`src/rtl/quad_encoder_emulator_pkg.sv`:
```
// Shared definitions for the button-driven quadrature encoder emulator:
// phase encodings, channel FSM states, direction and command encodings,
// plus small helpers used to size counters and walk the phase sequence.
package quad_encoder_emulator_pkg;

   // Quadrature phase encodings as {A, B}; incrementing walks 00 -> 01 -> 11 -> 10 -> 00
   localparam logic [1:0] PH_00 = 2'b00;
   localparam logic [1:0] PH_01 = 2'b01;
   localparam logic [1:0] PH_11 = 2'b11;
   localparam logic [1:0] PH_10 = 2'b10;

   typedef enum logic [1:0] {
      IDLE   = 2'd0,
      FIRST  = 2'd1,
      DELAY  = 2'd2,
      REPEAT = 2'd3
   } state_e;

   typedef enum logic {
      INC = 1'b0,
      DEC = 1'b1
   } dir_e;

   typedef enum logic [1:0] {
      CMD_NONE = 2'd0,
      CMD_INC  = 2'd1,
      CMD_DEC  = 2'd2
   } cmd_e;

   // Largest of three cycle parameters; sets the shared counter width
   function automatic int max_of3(input int a, input int b, input int c);
      int m;
      m = (a > b) ? a : b;
      return (m > c) ? m : c;
   endfunction

   // Counter width able to hold values 0 .. max_cyc-1, never below one bit
   function automatic int cnt_width(input int max_cyc);
      return (max_cyc > 2) ? $clog2(max_cyc) : 1;
   endfunction

   // One detent step along the Gray sequence; DEC is the exact reverse of INC
   function automatic logic [1:0] next_phase(input logic [1:0] phase, input dir_e dir);
      logic [1:0] nxt;
      nxt = PH_00;
      if (dir == INC) begin
         case (phase)
            PH_00:   nxt = PH_01;
            PH_01:   nxt = PH_11;
            PH_11:   nxt = PH_10;
            default: nxt = PH_00;
         endcase
      end else begin
         case (phase)
            PH_00:   nxt = PH_10;
            PH_10:   nxt = PH_11;
            PH_11:   nxt = PH_01;
            default: nxt = PH_00;
         endcase
      end
      return nxt;
   endfunction

endpackage

```
`src/rtl/quad_encoder_emulator_channel.sv`:
```
// One player's encoder emulation: 2-flop synchronizer on the Up/Down buttons,
// a debouncer per button, and a step FSM that emits one detent on press and
// auto-repeats while the button stays held. The phase is held on release.
module quad_channel #(
   parameter int DEBOUNCE_CYC     = 1000000,
   parameter int REPEAT_DELAY_CYC = 25000000,
   parameter int STEP_CYC         = 500000
) (
   input  logic clk,
   input  logic rst_n,
   input  logic up_raw,
   input  logic down_raw,
   output logic rot_a,
   output logic rot_b,
   output logic step
);
   import quad_encoder_emulator_pkg::*;

   localparam int CNT_W = cnt_width(max_of3(DEBOUNCE_CYC, REPEAT_DELAY_CYC, STEP_CYC));
   localparam logic [CNT_W-1:0] DB_LAST  = CNT_W'(DEBOUNCE_CYC - 1);
   localparam logic [CNT_W-1:0] RD_LAST  = CNT_W'(REPEAT_DELAY_CYC - 1);
   localparam logic [CNT_W-1:0] ST_LAST  = CNT_W'(STEP_CYC - 1);
   localparam logic [CNT_W-1:0] CNT_MAX  = '1;

   // Bit 0 carries Up, bit 1 carries Down throughout the input path
   logic [1:0]            sync1_q, sync1_d;
   logic [1:0]            sync2_q, sync2_d;
   logic [1:0]            db_q, db_d;
   logic [1:0][CNT_W-1:0] db_cnt_q, db_cnt_d;

   state_e           state_q, state_d;
   dir_e             dir_q, dir_d;
   logic [CNT_W-1:0] timer_q, timer_d;
   logic [1:0]       phase_q, phase_d;
   logic             step_q, step_d;

   cmd_e cmd;
   dir_e cmd_dir;
   logic advance;

   // Two-stage synchronizer feeding the debouncers
   always_comb begin
      sync1_d = {down_raw, up_raw};
      sync2_d = sync1_q;
   end

   // Debounce: flip the accepted level only after DEBOUNCE_CYC consecutive differing samples
   always_comb begin
      db_d     = db_q;
      db_cnt_d = db_cnt_q;
      for (int i = 0; i < 2; i++) begin
         if (sync2_q[i] == db_q[i]) begin
            db_cnt_d[i] = '0;
         end else if (db_cnt_q[i] >= DB_LAST) begin
            db_d[i]     = sync2_q[i];
            db_cnt_d[i] = '0;
         end else begin
            db_cnt_d[i] = db_cnt_q[i] + CNT_W'(1);
         end
      end
   end

   // Both or neither button pressed cancels out to no command
   always_comb begin
      cmd = CMD_NONE;
      if (db_q[0] && !db_q[1]) begin
         cmd = CMD_INC;
      end else if (db_q[1] && !db_q[0]) begin
         cmd = CMD_DEC;
      end
      cmd_dir = (cmd == CMD_DEC) ? DEC : INC;
   end

   // Next-state logic; DELAY expiry itself produces the first auto-repeat step
   always_comb begin
      state_d = state_q;
      dir_d   = dir_q;
      timer_d = timer_q;
      advance = 1'b0;
      case (state_q)
         IDLE: begin
            timer_d = '0;
            if (cmd != CMD_NONE) begin
               dir_d   = cmd_dir;
               state_d = FIRST;
            end
         end
         FIRST: begin
            advance = 1'b1;
            timer_d = '0;
            state_d = DELAY;
         end
         DELAY: begin
            if (cmd == CMD_NONE) begin
               timer_d = '0;
               state_d = IDLE;
            end else if (cmd_dir != dir_q) begin
               dir_d   = cmd_dir;
               timer_d = '0;
               state_d = FIRST;
            end else if (timer_q >= RD_LAST) begin
               advance = 1'b1;
               timer_d = '0;
               state_d = REPEAT;
            end else begin
               timer_d = (timer_q == CNT_MAX) ? timer_q : timer_q + CNT_W'(1);
            end
         end
         REPEAT: begin
            if (cmd == CMD_NONE) begin
               timer_d = '0;
               state_d = IDLE;
            end else if (cmd_dir != dir_q) begin
               dir_d   = cmd_dir;
               timer_d = '0;
               state_d = FIRST;
            end else if (timer_q >= ST_LAST) begin
               advance = 1'b1;
               timer_d = '0;
            end else begin
               timer_d = (timer_q == CNT_MAX) ? timer_q : timer_q + CNT_W'(1);
            end
         end
         default: begin
            timer_d = '0;
            state_d = IDLE;
         end
      endcase
   end

   // Output logic: move one detent and pulse step whenever the FSM advances
   always_comb begin
      phase_d = phase_q;
      step_d  = advance;
      if (advance) begin
         phase_d = next_phase(phase_q, dir_q);
      end
   end

   // State register for the synchronizer, debouncers, FSM and phase outputs
   always_ff @(posedge clk or negedge rst_n) begin
      if (!rst_n) begin
         sync1_q  <= '0;
         sync2_q  <= '0;
         db_q     <= '0;
         db_cnt_q <= '0;
         state_q  <= IDLE;
         dir_q    <= INC;
         timer_q  <= '0;
         phase_q  <= PH_00;
         step_q   <= 1'b0;
      end else begin
         sync1_q  <= sync1_d;
         sync2_q  <= sync2_d;
         db_q     <= db_d;
         db_cnt_q <= db_cnt_d;
         state_q  <= state_d;
         dir_q    <= dir_d;
         timer_q  <= timer_d;
         phase_q  <= phase_d;
         step_q   <= step_d;
      end
   end

   assign rot_a = phase_q[1];
   assign rot_b = phase_q[0];
   assign step  = step_q;

endmodule

```
`src/rtl/quad_encoder_emulator.sv`:
```
// Top level: two independent button-to-quadrature channels, one per player,
// presenting the A/B pairs and step pulses the game decoder expects.
module quad_encoder_emulator #(
   parameter int DEBOUNCE_CYC     = 1000000,
   parameter int REPEAT_DELAY_CYC = 25000000,
   parameter int STEP_CYC         = 500000
) (
   input  logic Clock,
   input  logic Reset,
   input  logic Up1,
   input  logic Down1,
   input  logic Up2,
   input  logic Down2,
   output logic rota1,
   output logic rotb1,
   output logic rota2,
   output logic rotb2,
   output logic Step1,
   output logic Step2
);
   import quad_encoder_emulator_pkg::*;

   quad_channel #(
      .DEBOUNCE_CYC     (DEBOUNCE_CYC),
      .REPEAT_DELAY_CYC (REPEAT_DELAY_CYC),
      .STEP_CYC         (STEP_CYC)
   ) u_ch1 (
      .clk      (Clock),
      .rst_n    (Reset),
      .up_raw   (Up1),
      .down_raw (Down1),
      .rot_a    (rota1),
      .rot_b    (rotb1),
      .step     (Step1)
   );

   quad_channel #(
      .DEBOUNCE_CYC     (DEBOUNCE_CYC),
      .REPEAT_DELAY_CYC (REPEAT_DELAY_CYC),
      .STEP_CYC         (STEP_CYC)
   ) u_ch2 (
      .clk      (Clock),
      .rst_n    (Reset),
      .up_raw   (Up2),
      .down_raw (Down2),
      .rot_a    (rota2),
      .rot_b    (rotb2),
      .step     (Step2)
   );

endmodule

```
`config.mk`:
```
export PLATFORM = sky130hd
export DESIGN_NAME = quad_encoder_emulator
export DESIGN_NICKNAME = d
export VERILOG_FILES = /design/src/rtl/quad_encoder_emulator_pkg.sv /design/src/rtl/quad_encoder_emulator_channel.sv /design/src/rtl/quad_encoder_emulator.sv
export SDC_FILE = /design/constraint.sdc
export NUM_CORES = 1
export LEC_CHECK = 0
export ABC_AREA = 1
export BUFFER_PORTS_ARGS = -buffer_cell sky130_fd_sc_hd__buf_2
export CAP_MARGIN = 30
export CELL_PAD_IN_SITES_DETAIL_PLACEMENT = 0
export CELL_PAD_IN_SITES_GLOBAL_PLACEMENT = 1
export CORE_UTILIZATION = 37
export CTS_CLUSTER_SIZE = 10
export DETAILED_ROUTE_END_ITERATION = 8
export PLACE_DENSITY = 0.65
export SLEW_MARGIN = 20
export SYNTH_ARGS = -nofsm -noshare
export SYNTH_HDL_FRONTEND = slang
export SYNTH_SLANG_ARGS = --single-unit
```
`constraint.sdc`:
```
create_clock -name Clock -period 1.7 [get_ports Clock]
set_clock_uncertainty 0.15 [all_clocks]
set_input_delay 0.34 -clock Clock [delete_from_list [all_inputs] [get_ports Clock]]
set_output_delay 0.34 -clock Clock [all_outputs]
set_load 0.005 [all_outputs]
```
* Yosys cells after proc, flatten, opt, wreduce, memory -nomap -nowiden *
Cells that the tools add are included.

cells by class
  add/sub/neg operators = 6
  order comparisons = 8
  equality and inequality tests = 32
  multiplexer cells = 72
  bitwise operators = 4
  reduce and logical (&&, ||, !) cells = 30

operator list
  cell                                                   number
  two-way mux 25 bit                                     22
  adder 25 x 1 -> 25 bit, second input constant          6
  one-hot mux 25 bit (3 select lines)                    2
  >= comparator 25 x 20 -> 1 bit, second input constant  4
  == test 25 bit, second input constant                  2
  >= comparator 25 x 19 -> 1 bit, second input constant  2
  >= comparator 25 bit, second input constant            2
  two-way mux 2 bit                                      18
  one-hot mux 2 bit (3 select lines)                     4
  == test 2 bit, second input constant                   10
  two-way mux 1 bit                                      20
  one-hot mux 2 bit (4 select lines)                     2
  zero test 2 bit                                        6
  == test 2 x 1 -> 1 bit, second input constant          4
  != test 2 x 1 -> 1 bit, second input constant          4
  != test 4 x 1 -> 1 bit, second input constant          2
  AND reduction 2 bit                                    4
  AND reduction 4 bit                                    2
  nonzero test 2 bit                                     4
  OR reduction 2 bit                                     4
  != test 3 x 1 -> 1 bit, second input constant          2
  one-hot mux 1 bit (3 select lines)                     2
  AND reduction 3 bit                                    2
  == test 1 bit                                          4
  other kinds (6)                                        18

storage, ports and cells
  register bits after elaboration = 174
  input bits = 6
  output and inout bits = 6
  word-level logic and storage cells = 174

* Depth between registers and ports, before layout *
  word-level depth = 10
  depth in mapped cells = 12

* Hierarchy *
Synthesis repeated with hierarchy kept, for this count alone.

unflattened totals
  cells, all modules = 1344
  area total of the unflattened synthesis = 10397.5 um^2

by module, submodules not included
  module                instances  cells an instance  area each (um^2)  sequential area each (um^2)
  quad_channel (u_ch2)  1          649                5207.5            2177.1
  quad_channel (u_ch1)  1          695                5190.0            2177.1

* Least setup slack after synthesis *
OpenSTA, ideal clock, no wires.

  path type = reg2reg
  start point = reg u_ch1.timer_q[0]
  end point = reg u_ch1.timer_q[0]
  arrival = 1.560 ns
  required time = 1.427 ns
  path slack = -0.133 ns
  stages on the path, launching flop included = 12
  path through = dfrtp_1 -> ha_1 -> nand3_2 -> inv_2 -> nand2_1 -> inv_2 -> nand2_2 -> clkinv_2 -> nand2_2 -> buf_6 -> xnor2_1 -> a21oi_2

between the ends
  cells in the longest elaborated chain, start to end = 6

RTL lines
  what                                                      RTL line                                                                    RTL
  start: declaration                                        quad_encoder_emulator_channel.sv:33                                         logic [CNT_W-1:0] timer_q, timer_d;
  start signal: assignment                                  quad_encoder_emulator_channel.sv:159                                        timer_q <= timer_d;
  adder 25 x 1 -> 25 bit or == test 25 bit (tied branches)  quad_encoder_emulator_channel.sv:106, quad_encoder_emulator_channel.sv:121
  two-way mux 25 bit                                        quad_encoder_emulator_channel.sv:106, quad_encoder_emulator_channel.sv:121
  two-way mux 25 bit, on equally long branches              quad_encoder_emulator_channel.sv:117, quad_encoder_emulator_channel.sv:101
  two-way mux 25 bit, on equally long branches              quad_encoder_emulator_channel.sv:113, quad_encoder_emulator_channel.sv:97
  two-way mux 25 bit, on equally long branches              quad_encoder_emulator_channel.sv:110, quad_encoder_emulator_channel.sv:94
  one-hot mux 25 bit (3 select lines) (*)                   quad_encoder_emulator_channel.sv:80                                         case (state_q)
  via u_ch1.timer_d[0]                                      quad_encoder_emulator_channel.sv:33

Mark *: on every way through the listed nets, which the timed path passes. The rest lies on a longest branch.
A chain may end at the register's enable or synchronous reset.

==> flow_summary_export.csv <==
group,metric,value,unit
power,total_power,9670,uW
setup_path,crit_path_cell_trace,"buf_6, nand2_4, nor2_4, buf_4, buf_4, buf_4, buf_4, buf_4, nor3b_2, xnor2_1, nor2_2",
setup_path,worstPathMaxFanout,2,
place,hpwlAfterDp,20.3,mm
detailed_routing,viasPerCell,4.85,
power,ir_worst_vdd,0.626,mV
timing,min_period,1.90,ns
finish,synthToLayoutAreaGrowth,52.7,%
detailed_routing,drt_pass1_iterations,5,
global_route,overflow,0,
synth,synth.most_common_cell,"nand2_1",
synth,synth_area_leaders,"dfrtp_1 (43%), nand2_1 (9.6%), nor2_1 (8.1%), inv_1 (5.2%), xor2_1 (4.4%)",
clocking,clock_path_buffers,2,
clocking,clkTransAtPathRegs,0.07,ns
synth,ys.flop_type,"dfrtp_1",
floorplanning,fp.dieW,168,um
synth,syn_area_per_cell,7.83,sq um
floorplanning,core_area,27000,sq um
synth,synth_warnings,0,
setup_path,reg2reg_to,"u_ch1.db_cnt_q[19]",
setup_path,r2r_cells,11,
synth,synth_top_family_by_area,"simple AND/OR/NAND/NOR gates",
clocking,h-tree-depth,4,
power,p_leak,0.00664,uW
run,maxCapViolCount,0,
timing,fin_crit_sh,112,%
timing,slew_viol_final,0,
clocking,numCtsBuffers,17,
finish,multiInputGateArea,6540,sq um
global_route,antenna_found_initial,0,
setup_path,path_buf_inv,6,
global_route,top_usage_layer,"met2",
synth,synth-edff-count,0,
synth,yosysTopAreaCell,"dfrtp_1",
synth,syn_area,10200,sq um
synth,synth_adder_area_share,0.978,%
detailed_routing,drt_iter0_drc,485,
synth,synth-xor-area-share,6.84,%
detailed_routing,wirelength,30.2,mm
finish,final_core_util,57.8,%
floorplanning,row_count,60,
synth,synth_common_cells,"nand2_1 (261), nor2_1 (222), dfrtp_1 (174)",
setup_path,critical_path.startpoint,"u_ch1.db_cnt_q[0]",
place,dp_slack,-0.237,ns
setup_path,r2r_start,"u_ch1.db_cnt_q[0]",
global_route,grt_usage,22.0,%
global_route,first_global_vias,10100,
place,place_area,12800,sq um
setup_path,cp_slowest_cell,"dfrtp_1",
timing,hold-worst-slack,0.193,ns
setup_path,startpoint_type,"register",
timing,fmaxAchievable,525,MHz
clocking,root_buffer,"clkbuf_16",
setup_path,worst-path-stages,11,
floorplanning,die-area,28300,sq um
detailed_routing,post_drt_wl_per_cell,14.8,um
floorplanning,ioPinCount,12,
setup_path,crit_arrival,2.07,ns
synth,synthDominantCellAreaShare,42.5,%
setup_path,crit_top_cell,"buf_4",
finish,drive_gt1_share,45.1,%
synth,synth-seq-area-share,42.5,%
place,gp_congestion,0.875,
synth,syn_inst,1307,
clocking,clkLatencyLatePin,0.43,ns
setup_path,max_stage_delay,0.40,ns
detailed_routing,vias,9909,
timing,setup_viol,136,
global_route,grt_start_max_net_pins,67,
synth,yosysUniqueCellTypes,51,
power,cellPowerDensity,618,nW/um^2
detailed_routing,drcViolationCount,0,
detailed_routing,antenna_left,0,
synth,synth-seq-cells,174,
global_route,grt_use_met3,2.66,%
setup_path,critPathCaptureType,"register",
synth,async_flop_share,100,%
global_route,grt_util_met2,38.5,%
global_route,grt_pass1_wl,50.1,mm
clocking,cts.sinks,174,
setup_path,crit_family,"buffers and inverters",
floorplanning,die_height,168,um
place,portBuffers,11,
synth,synth-compound-area-share,7.14,%
global_route,grt_use_met1,28.5,%
timing,fin_ws,-0.203,ns
setup_path,crit_end,"u_ch1.db_cnt_q[19]",
setup_path,r2r_slack,-0.20,ns
clocking,cts_tree,"built",
finish,regArea,4390,sq um
synth,synth-simple-area-share,35.0,%
finish,diodes,0,
finish,layout.nets,1703,
synth,synth_mux_area_share,0,%
setup_path,cp.required,1.86,ns
finish,design_area,15600,sq um
run_status,violations,"setup timing",
timing,rsz0062_at_grt,"yes",
run_status,status,"finished, violations left",
timing,hold_violations,0,
floorplanning,start_util,37.9,%
finish,fillers,2474,
setup_path,critPathKind,"reg -> reg",
worst_hold_path,hold_path_class,"in -> async",
==> metal layers <==
metal | vias to the layer above | wire, um | part of all wire, %
li1 | 4984 | - | -
met1 | 4804 | 13800 | 46
met2 | 86 | 15400 | 51
met3 | 35 | 533 | 1.8
met4 | 0 | 478 | 1.6
met5 | - | 0 | 0
==> stage by stage <==
stage               cells  setup TNS, ns
detailed placement   1915         -17.63
finish               2043         -16.06
global route         2043         -30.30
CTS                  2013         -12.19
floorplan            1326         -0.691
global placement     1915         -13.06
==> worst min path at each step <==
stage | start | end | cells after the start
after detailed placement | Reset | u_ch2.db_cnt_q[15] | 1
after global placement | Reset | u_ch2.db_cnt_q[7] | 1
final | Reset | u_ch1.db_cnt_q[2] | 2
after global routing | Reset | u_ch1.db_cnt_q[2] | 2
after floorplan | Reset | u_ch1.db_cnt_q[0] | 0
after CTS | Reset | u_ch2.db_cnt_q[1] | 2
==> power by group <==
group / switching, uW / total, uW / internal, uW
Sequential: 159 / 4480 / 4320
Combinational: 781 / 1380 / 597
Clock: 1760 / 3810 / 2050
Total: 2700 / 9670 / 6970
==> worst reg2reg max path: stages (launching register included) <==
cell	delay, ns
dfrtp_1	0.40
buf_6	0.13
nand2_4	0.07
nor2_4	0.04
buf_4	0.12
buf_4	0.12
buf_4	0.13
buf_4	0.12
buf_4	0.13
nor3b_2	0.15
xnor2_1	0.16
nor2_2	0.06
==> timing repair <==
| action | 4_1_cts | 5_1_grt |
|---|---|---|
| hold buffers | 5 | 0 |
| cloned | 10 | 1 |
| setup endpoints to repair | 139 | 143 |
| pin swaps | 50 | 80 |
| resized for setup | 171 | 230 |
| endpoints found under the hold margin | 178 | 0 |
| setup buffers | 55 | 45 |
==> logic make-up after synthesis <==
group,count (synthesis)
AO/OA/AOI/OAI,116
XOR/XNOR,80
adder cells (fa/ha/maj),8
buffers and inverters,176
flip-flops,174
other,1
AND/OR/NAND/NOR,752
==> sequential cells by signal (all words and copies together), names as in the netlist <==
name	cells
u_ch2.step	1
u_ch1.dir_q	1
u_ch2.db_cnt_q	50
u_ch1.db_cnt_q	50
u_ch1.sync1_q	2
u_ch2.phase_q	2
u_ch2.sync1_q	2
u_ch1.sync2_q	2
u_ch1.step	1
u_ch1.timer_q	25
u_ch2.state_q	2
u_ch2.dir_q	1
u_ch1.phase_q	2
u_ch1.state_q	2
u_ch1.db_q	2
u_ch2.sync2_q	2
u_ch2.timer_q	25
u_ch2.db_q	2
==> cell type report <==
| type | instances | area share [%] |
|---|---|---|
| timing repair buffer | 364 | 20.0 |
| inverter | 153 | 3.77 |
| tap | 341 | 2.73 |
| clock inverter | 10 | 0.504 |
| multi-input combinational | 979 | 41.8 |
| sequential | 174 | 28.1 |
| clock buffer | 22 | 3.10 |
==> cells in the final DEF (no fill, tap or decap), drive strengths merged <==
cell type    netlist  routed
buf               21     357
nand2            272     272
nor2             251     251
dfrtp            174     174
inv              152     155
nand3             86      86
nand4             52      55
a21oi             52      52
xor2              51      51
nor3              44      44
o21ai             33      33
xnor2             29      29
clkbuf             2      24
conb               1      20
a22oi             17      17
nor4              17      17
or2               13      13
ha                 8       8
nand3b             7       7
nor3b              7       7
dlygate4sd3        0       5
clkinv             1       5
a21boi             4       4
and2               3       3
clkinvlp           0       3
o21a               2       2
a21o               2       2
o22ai              2       2
o31ai              1       1
a31o               1       1
o21bai             1       1
a31oi              1       1
No activity file was read; power rests on OpenSTA's default activity.
